<file path="config.mk">
export PLATFORM = sky130hd
export DESIGN_NAME = peg_scorer_flat
export DESIGN_NICKNAME = d
export VERILOG_FILES = /design/src/rtl/mm_pkg.sv /design/src/rtl/peg_scorer_if.sv /design/src/rtl/mm_overlap.sv /design/src/rtl/peg_scorer.sv /design/src/flat_wrapper.sv
export SDC_FILE = /design/constraint.sdc
export NUM_CORES = 1
export LEC_CHECK = 0
export ABC_AREA = 1
export CORE_MARGIN = 8
export CORE_UTILIZATION = 40
export DETAILED_ROUTE_END_ITERATION = 12
export PLACE_DENSITY = 0.58
export SYNTH_ARGS = -nofsm -noshare
export SYNTH_HDL_FRONTEND = slang
export SYNTH_SLANG_ARGS = --single-unit
export TNS_END_PERCENT = 1
</file>
<file path="constraint.sdc">
create_clock -name clk -period 17.23 [get_ports clk]
set_input_delay 3.446 -clock clk [delete_from_list [all_inputs] [get_ports clk]]
set_output_delay 3.446 -clock clk [all_outputs]
set_load 0.02 [all_outputs]
</file>
<file path="src/rtl/mm_pkg.sv">
// mm_pkg: shared types and constants for the peg scorer.
//   COLOUR_W    - width of one peg colour
//   NUM_PEGS    - pegs in a code or guess
//   NUM_COLOURS - distinct colours, one histogram bin each
//   MAX_GUESSES - guess limit used when PEG_SCORER_GUESS_LIMIT_EN is defined
package mm_pkg;

  localparam int COLOUR_W    = 3;
  localparam int NUM_PEGS    = 4;
  localparam int NUM_COLOURS = 8;
  localparam int MAX_GUESSES = 10;
  localparam int HIST_W      = 3;
  // Wide enough for a sum of eight bins that each saturate at 4.
  localparam int OVL_W       = 6;

  typedef logic [COLOUR_W-1:0] colour_t;
  typedef logic [HIST_W-1:0]   hist_t;
  typedef hist_t [NUM_COLOURS-1:0] hist_arr_t;

  // Increment that stops at NUM_PEGS, because no count can meaningfully exceed it.
  function automatic hist_t sat_inc4(input hist_t v);
    return (v >= hist_t'(NUM_PEGS)) ? v : v + hist_t'(1);
  endfunction

endpackage

</file>
<file path="src/rtl/peg_scorer_if.sv">
// peg_scorer_if: bundles the peg scorer's data, control and result signals.
//   colour_in        - colour from switches
//   load_code_1..4   - level write enables for secret-code slots 0..3
//   load_guess_1..4  - level write enables for guess slots 0..3
//   compare          - score-step strobe, compare_i selects the slot
//   reach_result_3   - marks the final score step
//   black/white      - exact and colour-only match counts
//   result_valid     - one-cycle pulse when a new score is registered
//   win              - last score had four blacks
//   guess_count      - scored guesses since the last new code (saturates at 15)
//   game_over        - guess limit reached
// Modports: master drives the controls, slave is the scorer.
interface peg_scorer_if;
  import mm_pkg::*;

  colour_t    colour_in;
  logic       load_code_1;
  logic       load_code_2;
  logic       load_code_3;
  logic       load_code_4;
  logic       load_guess_1;
  logic       load_guess_2;
  logic       load_guess_3;
  logic       load_guess_4;
  logic       compare;
  logic [1:0] compare_i;
  logic       reach_result_3;
  logic [2:0] black;
  logic [2:0] white;
  logic       result_valid;
  logic       win;
  logic [3:0] guess_count;
  logic       game_over;

  modport master (
    output colour_in, load_code_1, load_code_2, load_code_3, load_code_4,
    output load_guess_1, load_guess_2, load_guess_3, load_guess_4,
    output compare, compare_i, reach_result_3,
    input  black, white, result_valid, win, guess_count, game_over
  );

  modport slave (
    input  colour_in, load_code_1, load_code_2, load_code_3, load_code_4,
    input  load_guess_1, load_guess_2, load_guess_3, load_guess_4,
    input  compare, compare_i, reach_result_3,
    output black, white, result_valid, win, guess_count, game_over
  );

endinterface

</file>
<file path="src/rtl/mm_overlap.sv">
// mm_overlap: combinational count of colours shared between code and guess,
// i.e. the sum over all colours of min(code_hist[c], guess_hist[c]).
//   code_hist  - per-colour counts of the secret code
//   guess_hist - per-colour counts of the guess
//   overlap    - total shared colours (blacks included)
module mm_overlap
  import mm_pkg::*;
(
  input  hist_arr_t         code_hist,
  input  hist_arr_t         guess_hist,
  output logic [OVL_W-1:0]  overlap
);

  always_comb begin
    overlap = '0;
    for (int c = 0; c < NUM_COLOURS; c++) begin
      if (code_hist[c] < guess_hist[c]) begin
        overlap = overlap + OVL_W'(code_hist[c]);
      end else begin
        overlap = overlap + OVL_W'(guess_hist[c]);
      end
    end
  end

endmodule

</file>
<file path="src/rtl/peg_scorer.sv">
// peg_scorer: Mastermind-style scorer. Code and guess slots are loaded from
// colour_in; the score is accumulated one slot per compare step and the
// result is registered on the cycle after the step flagged reach_result_3.
//   clk, resetn - clock and synchronous active-low reset
//   bus         - peg_scorer_if.slave, see the interface for signal meanings
// Optional feature: define PEG_SCORER_GUESS_LIMIT_EN to end the game after
// MAX_GUESSES non-winning scores; otherwise game_over is constant 0.
module peg_scorer
  import mm_pkg::*;
(
  input  logic        clk,
  input  logic        resetn,
  peg_scorer_if.slave bus
);

  colour_t [NUM_PEGS-1:0] code_q, code_d;
  colour_t [NUM_PEGS-1:0] guess_q, guess_d;
  hist_arr_t              code_hist_q, code_hist_d;
  hist_arr_t              guess_hist_q, guess_hist_d;
  hist_t                  black_acc_q, black_acc_d;
  logic                   armed_q, armed_d;
  logic                   pending_q, pending_d;
  logic [2:0]             black_q, black_d;
  logic [2:0]             white_q, white_d;
  logic                   result_valid_q, result_valid_d;
  logic                   win_q, win_d;
  logic [3:0]             guess_count_q, guess_count_d;
  logic                   game_over_q, game_over_d;

  logic [NUM_PEGS-1:0] load_code_vec;
  logic [NUM_PEGS-1:0] load_guess_vec;
  logic [OVL_W-1:0]    overlap;
  logic [OVL_W-1:0]    white_full;
  logic                step_blocked;
  logic                step_ok;
  colour_t             code_sel;
  colour_t             guess_sel;

  assign load_code_vec  = {bus.load_code_4, bus.load_code_3, bus.load_code_2, bus.load_code_1};
  assign load_guess_vec = {bus.load_guess_4, bus.load_guess_3, bus.load_guess_2, bus.load_guess_1};

`ifdef PEG_SCORER_GUESS_LIMIT_EN
  assign step_blocked = game_over_q;
`else
  assign step_blocked = 1'b0;
`endif

  // A step only counts once slot 0 has opened a new accumulation since the last result.
  assign step_ok    = bus.compare && !step_blocked && ((bus.compare_i == 2'd0) || armed_q);
  assign code_sel   = code_q[bus.compare_i];
  assign guess_sel  = guess_q[bus.compare_i];
  assign white_full = overlap - OVL_W'(black_acc_q);

  mm_overlap u_overlap (
    .code_hist  (code_hist_q),
    .guess_hist (guess_hist_q),
    .overlap    (overlap)
  );

  always_comb begin
    code_d         = code_q;
    guess_d        = guess_q;
    code_hist_d    = code_hist_q;
    guess_hist_d   = guess_hist_q;
    black_acc_d    = black_acc_q;
    armed_d        = armed_q;
    pending_d      = 1'b0;
    black_d        = black_q;
    white_d        = white_q;
    result_valid_d = 1'b0;
    win_d          = win_q;
    guess_count_d  = guess_count_q;
    game_over_d    = game_over_q;

    for (int k = 0; k < NUM_PEGS; k++) begin
      if (load_code_vec[k]) code_d[k] = bus.colour_in;
      if (load_guess_vec[k]) guess_d[k] = bus.colour_in;
    end

    // Scoring reads the registered slots, so a load in the same cycle only affects later steps.
    if (step_ok) begin
      if (bus.compare_i == 2'd0) begin
        black_acc_d  = '0;
        code_hist_d  = '0;
        guess_hist_d = '0;
        armed_d      = 1'b1;
      end
      if (code_sel == guess_sel) black_acc_d = sat_inc4(black_acc_d);
      code_hist_d[code_sel]   = sat_inc4(code_hist_d[code_sel]);
      guess_hist_d[guess_sel] = sat_inc4(guess_hist_d[guess_sel]);
      if (bus.reach_result_3) begin
        pending_d = 1'b1;
        armed_d   = 1'b0;
      end
    end

    if (pending_q) begin
      black_d        = black_acc_q;
      white_d        = white_full[2:0];
      result_valid_d = 1'b1;
      win_d          = (black_acc_q == hist_t'(NUM_PEGS));
      guess_count_d  = (guess_count_q == 4'hF) ? guess_count_q : guess_count_q + 4'd1;
`ifdef PEG_SCORER_GUESS_LIMIT_EN
      if ((guess_count_q == 4'(MAX_GUESSES - 1)) && (black_acc_q != hist_t'(NUM_PEGS))) begin
        game_over_d = 1'b1;
      end
`endif
    end

    // Loading a new code starts a new game and overrides any result landing this cycle.
    if (|load_code_vec) begin
      black_d        = '0;
      white_d        = '0;
      win_d          = 1'b0;
      guess_count_d  = '0;
      game_over_d    = 1'b0;
      result_valid_d = 1'b0;
    end
  end

  always_ff @(posedge clk) begin
    if (!resetn) begin
      code_q         <= '0;
      guess_q        <= '0;
      code_hist_q    <= '0;
      guess_hist_q   <= '0;
      black_acc_q    <= '0;
      armed_q        <= 1'b0;
      pending_q      <= 1'b0;
      black_q        <= '0;
      white_q        <= '0;
      result_valid_q <= 1'b0;
      win_q          <= 1'b0;
      guess_count_q  <= '0;
      game_over_q    <= 1'b0;
    end else begin
      code_q         <= code_d;
      guess_q        <= guess_d;
      code_hist_q    <= code_hist_d;
      guess_hist_q   <= guess_hist_d;
      black_acc_q    <= black_acc_d;
      armed_q        <= armed_d;
      pending_q      <= pending_d;
      black_q        <= black_d;
      white_q        <= white_d;
      result_valid_q <= result_valid_d;
      win_q          <= win_d;
      guess_count_q  <= guess_count_d;
      game_over_q    <= game_over_d;
    end
  end

  assign bus.black        = black_q;
  assign bus.white        = white_q;
  assign bus.result_valid = result_valid_q;
  assign bus.win          = win_q;
  assign bus.guess_count  = guess_count_q;
  assign bus.game_over    = game_over_q;

endmodule
</file>
<file path="src/flat_wrapper.sv">
// flat-port wrapper written by rule: the top's interface ports become plain ports
module peg_scorer_flat import mm_pkg::*;
  (clk, resetn, bus_colour_in, bus_load_code_1, bus_load_code_2, bus_load_code_3, bus_load_code_4, bus_load_guess_1, bus_load_guess_2, bus_load_guess_3, bus_load_guess_4, bus_compare, bus_compare_i, bus_reach_result_3, bus_black, bus_white, bus_result_valid, bus_win, bus_guess_count, bus_game_over);
  peg_scorer_if bus_i ();
  input  logic clk;
  input  logic resetn;
  input wire logic [$bits(bus_i.colour_in)-1:0] bus_colour_in;
  input wire logic [$bits(bus_i.load_code_1)-1:0] bus_load_code_1;
  input wire logic [$bits(bus_i.load_code_2)-1:0] bus_load_code_2;
  input wire logic [$bits(bus_i.load_code_3)-1:0] bus_load_code_3;
  input wire logic [$bits(bus_i.load_code_4)-1:0] bus_load_code_4;
  input wire logic [$bits(bus_i.load_guess_1)-1:0] bus_load_guess_1;
  input wire logic [$bits(bus_i.load_guess_2)-1:0] bus_load_guess_2;
  input wire logic [$bits(bus_i.load_guess_3)-1:0] bus_load_guess_3;
  input wire logic [$bits(bus_i.load_guess_4)-1:0] bus_load_guess_4;
  input wire logic [$bits(bus_i.compare)-1:0] bus_compare;
  input wire logic [$bits(bus_i.compare_i)-1:0] bus_compare_i;
  input wire logic [$bits(bus_i.reach_result_3)-1:0] bus_reach_result_3;
  output wire logic [$bits(bus_i.black)-1:0] bus_black;
  output wire logic [$bits(bus_i.white)-1:0] bus_white;
  output wire logic [$bits(bus_i.result_valid)-1:0] bus_result_valid;
  output wire logic [$bits(bus_i.win)-1:0] bus_win;
  output wire logic [$bits(bus_i.guess_count)-1:0] bus_guess_count;
  output wire logic [$bits(bus_i.game_over)-1:0] bus_game_over;
  assign bus_i.colour_in = bus_colour_in;
  assign bus_i.load_code_1 = bus_load_code_1;
  assign bus_i.load_code_2 = bus_load_code_2;
  assign bus_i.load_code_3 = bus_load_code_3;
  assign bus_i.load_code_4 = bus_load_code_4;
  assign bus_i.load_guess_1 = bus_load_guess_1;
  assign bus_i.load_guess_2 = bus_load_guess_2;
  assign bus_i.load_guess_3 = bus_load_guess_3;
  assign bus_i.load_guess_4 = bus_load_guess_4;
  assign bus_i.compare = bus_compare;
  assign bus_i.compare_i = bus_compare_i;
  assign bus_i.reach_result_3 = bus_reach_result_3;
  assign bus_black = bus_i.black;
  assign bus_white = bus_i.white;
  assign bus_result_valid = bus_i.result_valid;
  assign bus_win = bus_i.win;
  assign bus_guess_count = bus_i.guess_count;
  assign bus_game_over = bus_i.game_over;
  peg_scorer u_core (.clk(clk), .resetn(resetn), .bus(bus_i));
endmodule
</file>
After elaboration in Yosys (flattened, before gate mapping):

Cells that the tools add are included.

* bitwise operators: 2
* reductions and logical operators: 10
* multiplexer cells: 36
* $add $sub $neg: 19
* eq/ne operators: 3
* order comparisons: 16

Operator list (count)
* 24-bit two-way mux: 4
* 3-bit two-way mux: 20
* 24-bit bitwise mux: 2
* 3-bit adder: 14
* 3-bit less-than comparator: 8
* 3-bit binary-select mux with 3-bit select: 2
* 3-bit demux with 3-bit select: 2
* 3-bit binary-select mux with 2-bit select: 2
* 3-bit by 1-bit adder with 3-bit output (second input constant): 3
* 3-bit greater-or-equal comparator (second input constant): 3
* 3-bit by 4-bit less-than comparator with 1-bit output (second input constant): 2
* 3-bit by 1-bit greater-or-equal comparator with 1-bit output (second input constant): 2
* 2-bit AND reduction: 3
* 5-bit OR reduction: 1
* 4-bit by 1-bit adder with 4-bit output (second input constant): 1
* 4-bit equality test (second input constant): 1
* 1-bit two-way mux: 4
* 3-bit equality test: 1
* 3-bit equality test (second input constant): 1
* 1-bit logical AND: 3
* 2-bit by 3-bit less-than comparator with 1-bit output (second input constant): 1
* 3-bit subtractor: 1
* 2-bit zero test: 1
* 1-bit inverter: 2
* 2 further kinds: 2

* register bits after elaboration: 89
* bits of input ports: 17
* word-level logic and storage cells: 118
* output and inout port bits: 13

Longest topological paths before layout:

* depth after elaboration: 17
* mapped depth: 31
* gate-level depth less buffers: 31

By module:

A second synthesis with hierarchy kept.

* cells, all modules: 1098
* area total of the unflattened synthesis: 6904.1 um^2

Modules (own cells, without submodules)
* peg_scorer: area an instance 5108.6 um^2, times used 1, cells each 817
* mm_overlap: area an instance 1795.5 um^2, times used 1, cells each 281

Least setup slack after synthesis:

OpenSTA, ideal clock, no wires.

* path kind: register to register
* start: reg u_core.guess_hist_q[5] (netlist name)
* end: reg u_core.white_q[2] (netlist: u_core.bus.white[2])
* arrival time: 6088 ps
* data required time: 17113 ps
* library setup time: 117 ps
* buffers on the path: 0
* slack: 11025 ps
* stages on the path, launching flop included: 29
* cell sequence: dfxtp_1 > inv_1 > ha_1 > a21oi_1 > nand2_1 > a21oi_1 > ha_1 > inv_1 > fa_1 > fa_1 > fa_1 > fa_1 > fa_1 > inv_1 > fa_1 > fa_1 > fa_1 > xor2_1 > a21o_1 > nand2_1 > nand2_1 > inv_1 > nor2_1 > nand2_1 > nand2_1 > nand2_1 > nand2_1 > nor2_1 > nor2_1

* word-level cells in the longest chain between the ends: 15
* elaborated cells between the ends (all ways): 22
* those cells by class: add/sub (14); order compare (1); mux (7)

Ends and longest elaborated chain
* from (decl): RTL line peg_scorer.sv:19 `hist_arr_t guess_hist_q, guess_hist_d;`
* from (signal assigned): RTL line peg_scorer.sv:140 `guess_hist_q <= guess_hist_d;`
* 3-bit adder or 3-bit less-than comparator (tied branches): RTL line mm_overlap.sv:20, mm_overlap.sv:17
* 3-bit two-way mux *: RTL line mm_overlap.sv:17 `if (code_hist[c] < guess_hist[c]) begin`
* 3-bit adder, on equally long branches: RTL line mm_overlap.sv:20, mm_overlap.sv:18
* 3-bit two-way mux *: RTL line mm_overlap.sv:17
* 3-bit adder, on equally long branches: RTL line mm_overlap.sv:20, mm_overlap.sv:18
* 3-bit two-way mux *: RTL line mm_overlap.sv:17
* 3-bit adder, on equally long branches: RTL line mm_overlap.sv:20, mm_overlap.sv:18
* 3-bit two-way mux *: RTL line mm_overlap.sv:17
* 3-bit adder, on equally long branches: RTL line mm_overlap.sv:20, mm_overlap.sv:18
* 3-bit two-way mux *: RTL line mm_overlap.sv:17
* 3-bit adder, on equally long branches: RTL line mm_overlap.sv:20, mm_overlap.sv:18
* 3-bit two-way mux *: RTL line mm_overlap.sv:17
* 3-bit adder, on equally long branches: RTL line mm_overlap.sv:20, mm_overlap.sv:18
* 3-bit two-way mux *: RTL line mm_overlap.sv:17
* 3-bit subtractor *: RTL line peg_scorer.sv:52 `assign white_full = overlap - OVL_W'(black_acc_q);`
* to (signal assigned): RTL line peg_scorer.sv:145 `white_q <= white_d;`
* to (decl): RTL line peg_scorer.sv:24 `logic [2:0] white_q, white_d;`

Every way passes the cells marked *; elsewhere a longest branch is shown, timed or not.
A chain may end at the register's enable or synchronous reset.

Final worst setup path:

* start: in bus_compare_i[1]
* end: reg u_core.black_acc_q[0]

* word-level cells in the longest chain between the ends: 6
* elaborated cells between the ends (all ways): 14
* those cells by class: add/sub (1); order compare (1); eq/ne (1); mux (8); reduce/logical (3)

Ends and longest elaborated chain
* from (decl): RTL line flat_wrapper.sv:17 `input wire logic [$bits(bus_i.compare_i)-1:0] bus_compare_i;`
* 2-bit zero test: RTL line peg_scorer.sv:49, peg_scorer.sv:82
* 3-bit two-way mux: RTL line peg_scorer.sv:82 `if (bus.compare_i == 2'd0) begin`
* 3-bit two-way mux: RTL line peg_scorer.sv:81 `if (step_ok) begin`
* 3-bit by 1-bit adder with 3-bit output or 3-bit greater-or-equal comparator (tied branches): RTL line mm_pkg.sv:22 `return (v >= hist_t'(NUM_PEGS)) ? v : v + hist_t'(1);`
* 3-bit two-way mux: RTL line mm_pkg.sv:22
* 3-bit two-way mux: RTL line peg_scorer.sv:88 `if (code_sel == guess_sel) black_acc_d = sat_inc4(black_acc_d);`
* to (signal assigned): RTL line peg_scorer.sv:141 `black_acc_q <= black_acc_d;`
* to (decl): RTL line peg_scorer.sv:20 `hist_t black_acc_q, black_acc_d;`

Several ways; a longest one is shown, not always the timed one. The select of a mux whose other input is x is not followed.

==> impl_metrics.csv <==
group,metric,value,unit
hold_path,hold_path_class,"flop to flop",
sta,rsz0062_at_grt,"false",
sta,clock_skew,8.52,ps
logic_synthesis,yosysTopAreaCell,"dfxtp_1",
layout,layout_common_cells,"nand2_1, nand3_1, a21oi_1, inv_1, dfxtp_1",
route,drtIter0Drc,518,
clocking,cts.hold.buffers_added,0,
logic_synthesis,synth-seq-cells,89,
route,wl_met1,8790,um
clocking,clk_latency,360,ps
clocking,cts_max_level,3,
placement,port_buffers,28,
logic_synthesis,synthArstFlopShare,0,%
critical_path,arrival,7380,ps
route,vias,6171,
power_and_ir_drop,ir_drop,0.0479,mV
clocking,cts_made_buffers,9,
sta,fmax,140,MHz
critical_path,critPathKind,"input port to flop",
placement,hpwl,12700,um
sta,fin_setup_tns,0,ps
global_route,grt_pass1_wl,28200,um
die,ioPinCount,30,
layout,mostFrequentLayoutCell,"nand2_1",
layout,antenna_cells,0,
logic_synthesis,synth_top_area_share,27.7,%
layout,n_fill_cell,1706,
global_route,grt_pass1_vias,5598,
logic_synthesis,synth_cell_type_count,36,
power_and_ir_drop,power_density,84.3,mW/mm^2
outcome,run_status,"complete, no violations",
placement,routabilityCongestion,0.852,
critical_path,slowest_delay,820,ps
sta,slew_viol_final,0,
flow_run,max_cap_violations,0,
logic_synthesis,synth_edf_count,0,
sta,period_minus_slack,7130,ps
critical_path,crit_path_cell_trace,"clkdlybuf4s50_1, inv_1, nand2_2, buf_4, inv_1, o21ai_4, buf_4, clkinv_1, nand2_1, nand2_1, nand2_1, nor2_1",
clocking,clock_path_buffers,2,
placement,dp_cells,1241,
logic_synthesis,synth_area,0.00643,mm^2
logic_synthesis,ys.flop_type,"dfxtp_1",
global_route,grt_usage,17.4,%
route,drt_pass1_iterations,5,
die,dieArea,0.0204,mm^2
sta,period_share,41.4,%
layout,syn2layout_area_growth,10.9,%
critical_path,ff2ff_setup_slack,10530,ps
logic_synthesis,syn_area_per_cell,6.24,um^2
sta,worst_pin_slew,808,ps
sta,final-hold-violation-count,0,
die,rows,46,
critical_path,end_kind,"flop",
clocking,numClockSinks,89,
layout,drive_gt1_share,8.84,%
die,die-width,143,um
layout,nets,1091,
global_route,grt_overflow,0,
die,initial_utilization,40.8,%
logic_synthesis,yosysWarnings,0,
global_route,grt_max_degree,84,
die,coreArea,0.0158,mm^2
route,routed_wl,17100,um
clocking,root_buffer,"clkbuf_16",
route,drc,0,
route,via_per_inst,4.91,
power_and_ir_drop,power_leakage,3.04,nW
clocking,clkTransAtPathRegs,70,ps
sta,setup-violations-final,0,
sta,holdWs,465,ps
layout,final_util,45.2,%
global_route,antenna_found_initial,0,
clocking,cts_tree,"yes",
die,dieHeight,143,um
clocking,post_cts_buffers,0,
critical_path,slowest_stage,"clkinv_1",
logic_synthesis,syn_inst,1031,
critical_path,crit_path_start_kind,"input port",
logic_synthesis,synth_area_leaders,"dfxtp_1, nand2_1, nand3_1, a21oi_1, inv_1",
clocking,cts_resized,0,
route,dr_wl_met2,7520,um
route,routedWlPerCell,13.6,um
route,top_layer_used,"met4",
route,drt.antenna.violating_nets,0,
logic_synthesis,synth_fp_nets,1086,
critical_path,required,17480,ps
sta,relSlewSlack,46.2,%
route,wl_met3,592,um
layout,fin_cells,1257,
logic_synthesis,seq_area_frac_synth,27.7,%
critical_path,crit_fanout,83,
placement,pre_cts_ws,9740,ps
sta,layout_setup_ws,10100,ps
critical_path,crit_top_cell,"nand2_1",
[state kept, by name (all words and copies together) (netlist names)]
name and flops:
u_core.code_hist_q 24, u_core.code_q 12, u_core.bus.guess_count 4, u_core.armed_q 1, u_core.bus.white 3, u_core.guess_hist_q 24, u_core.guess_q 12, u_core.black_acc_q 3
u_core.bus.win 1, u_core.pending_q 1, u_core.bus.black 3, u_core.bus.result_valid 1
[layer usage]
metal	global-route usage, %	vias to the layer above
met2	27.3	97
met4	4.87	0
met1	24.0	2757
met5	0	-
met3	2.84	14
li1	-	3303
[final cells by class]
class	count	area, um^2	area share [%]
clock inverters	6	76.3	1.07
flip-flops and latches	89	1780	25.0
repair buffers	33	318	4.46
multi-input cells	780	3990	56.0
clock buffers	10	229	3.21
well taps	216	270	3.79
inverters	123	462	6.48
[metrics by stage]
step,total power [mW],instance area (um^2)
after floorplan,0.356,6430
after global routing,0.640,7130
after global placement,0.401,6820
final,0.601,7130
after detailed placement,0.401,6820
after CTS,0.608,7130
[cells in the mapped netlist, types with 2 or more instances]
| master | n |
|---|---|
| nor2_1 | 82 |
| nand2_2 | 25 |
| xor2_1 | 3 |
| nand3_2 | 8 |
| buf_4 | 6 |
| clkbuf_1 | 10 |
| clkinv_1 | 2 |
| nor2_4 | 8 |
| dfxtp_1 | 89 |
| buf_6 | 2 |
| o211ai_1 | 7 |
| ha_1 | 30 |
| nor2_2 | 4 |
| nand2_1 | 324 |
| nand2_4 | 6 |
| inv_1 | 103 |
| buf_1 | 3 |
| inv_2 | 18 |
| nand3_1 | 113 |
| xnor2_1 | 6 |
| fa_1 | 8 |
| o21ai_0 | 38 |
| a21oi_1 | 106 |
| buf_2 | 18 |
[worst paths after layout]
path,startpoint,to,depth (start not counted)
worst max register to register,u_core.guess_hist_q[5],u_core.bus.white[2],28
worst min-delay path,u_core.black_acc_q[1],u_core.bus.black[1],2
worst max-delay path,bus_compare_i[1],u_core.black_acc_q[0],12
worst min register to register,u_core.black_acc_q[1],u_core.bus.black[1],2
[worst max-delay path: cells and delay by family]
kind	cells	cell delay, ps
buffers and inverters	6	3160
AND/OR/NAND/NOR	5	570
AO/OA/AOI/OAI	1	170
[kinds of logic (layout without fill, tap and decap cells)]
family	Yosys count	count (layout)	synth area share, %
buffers and inverters	162	172	10.4
XOR/XNOR	9	9	1.23
adder cells (fa/ha/maj)	38	38	8.33
other	1	1	0.0583
AND/OR/NAND/NOR	575	575	39.5
AO/OA/AOI/OAI	157	157	12.7
flip-flops	89	89	27.7
[power breakdown]
part           switching, mW  total (mW)  internal, mW
clock network         0.0914       0.206         0.115
logic                  0.116       0.176        0.0602
registers            0.00575       0.218         0.213
total                  0.213       0.601         0.388
Power figures use the tool's default switching activity.
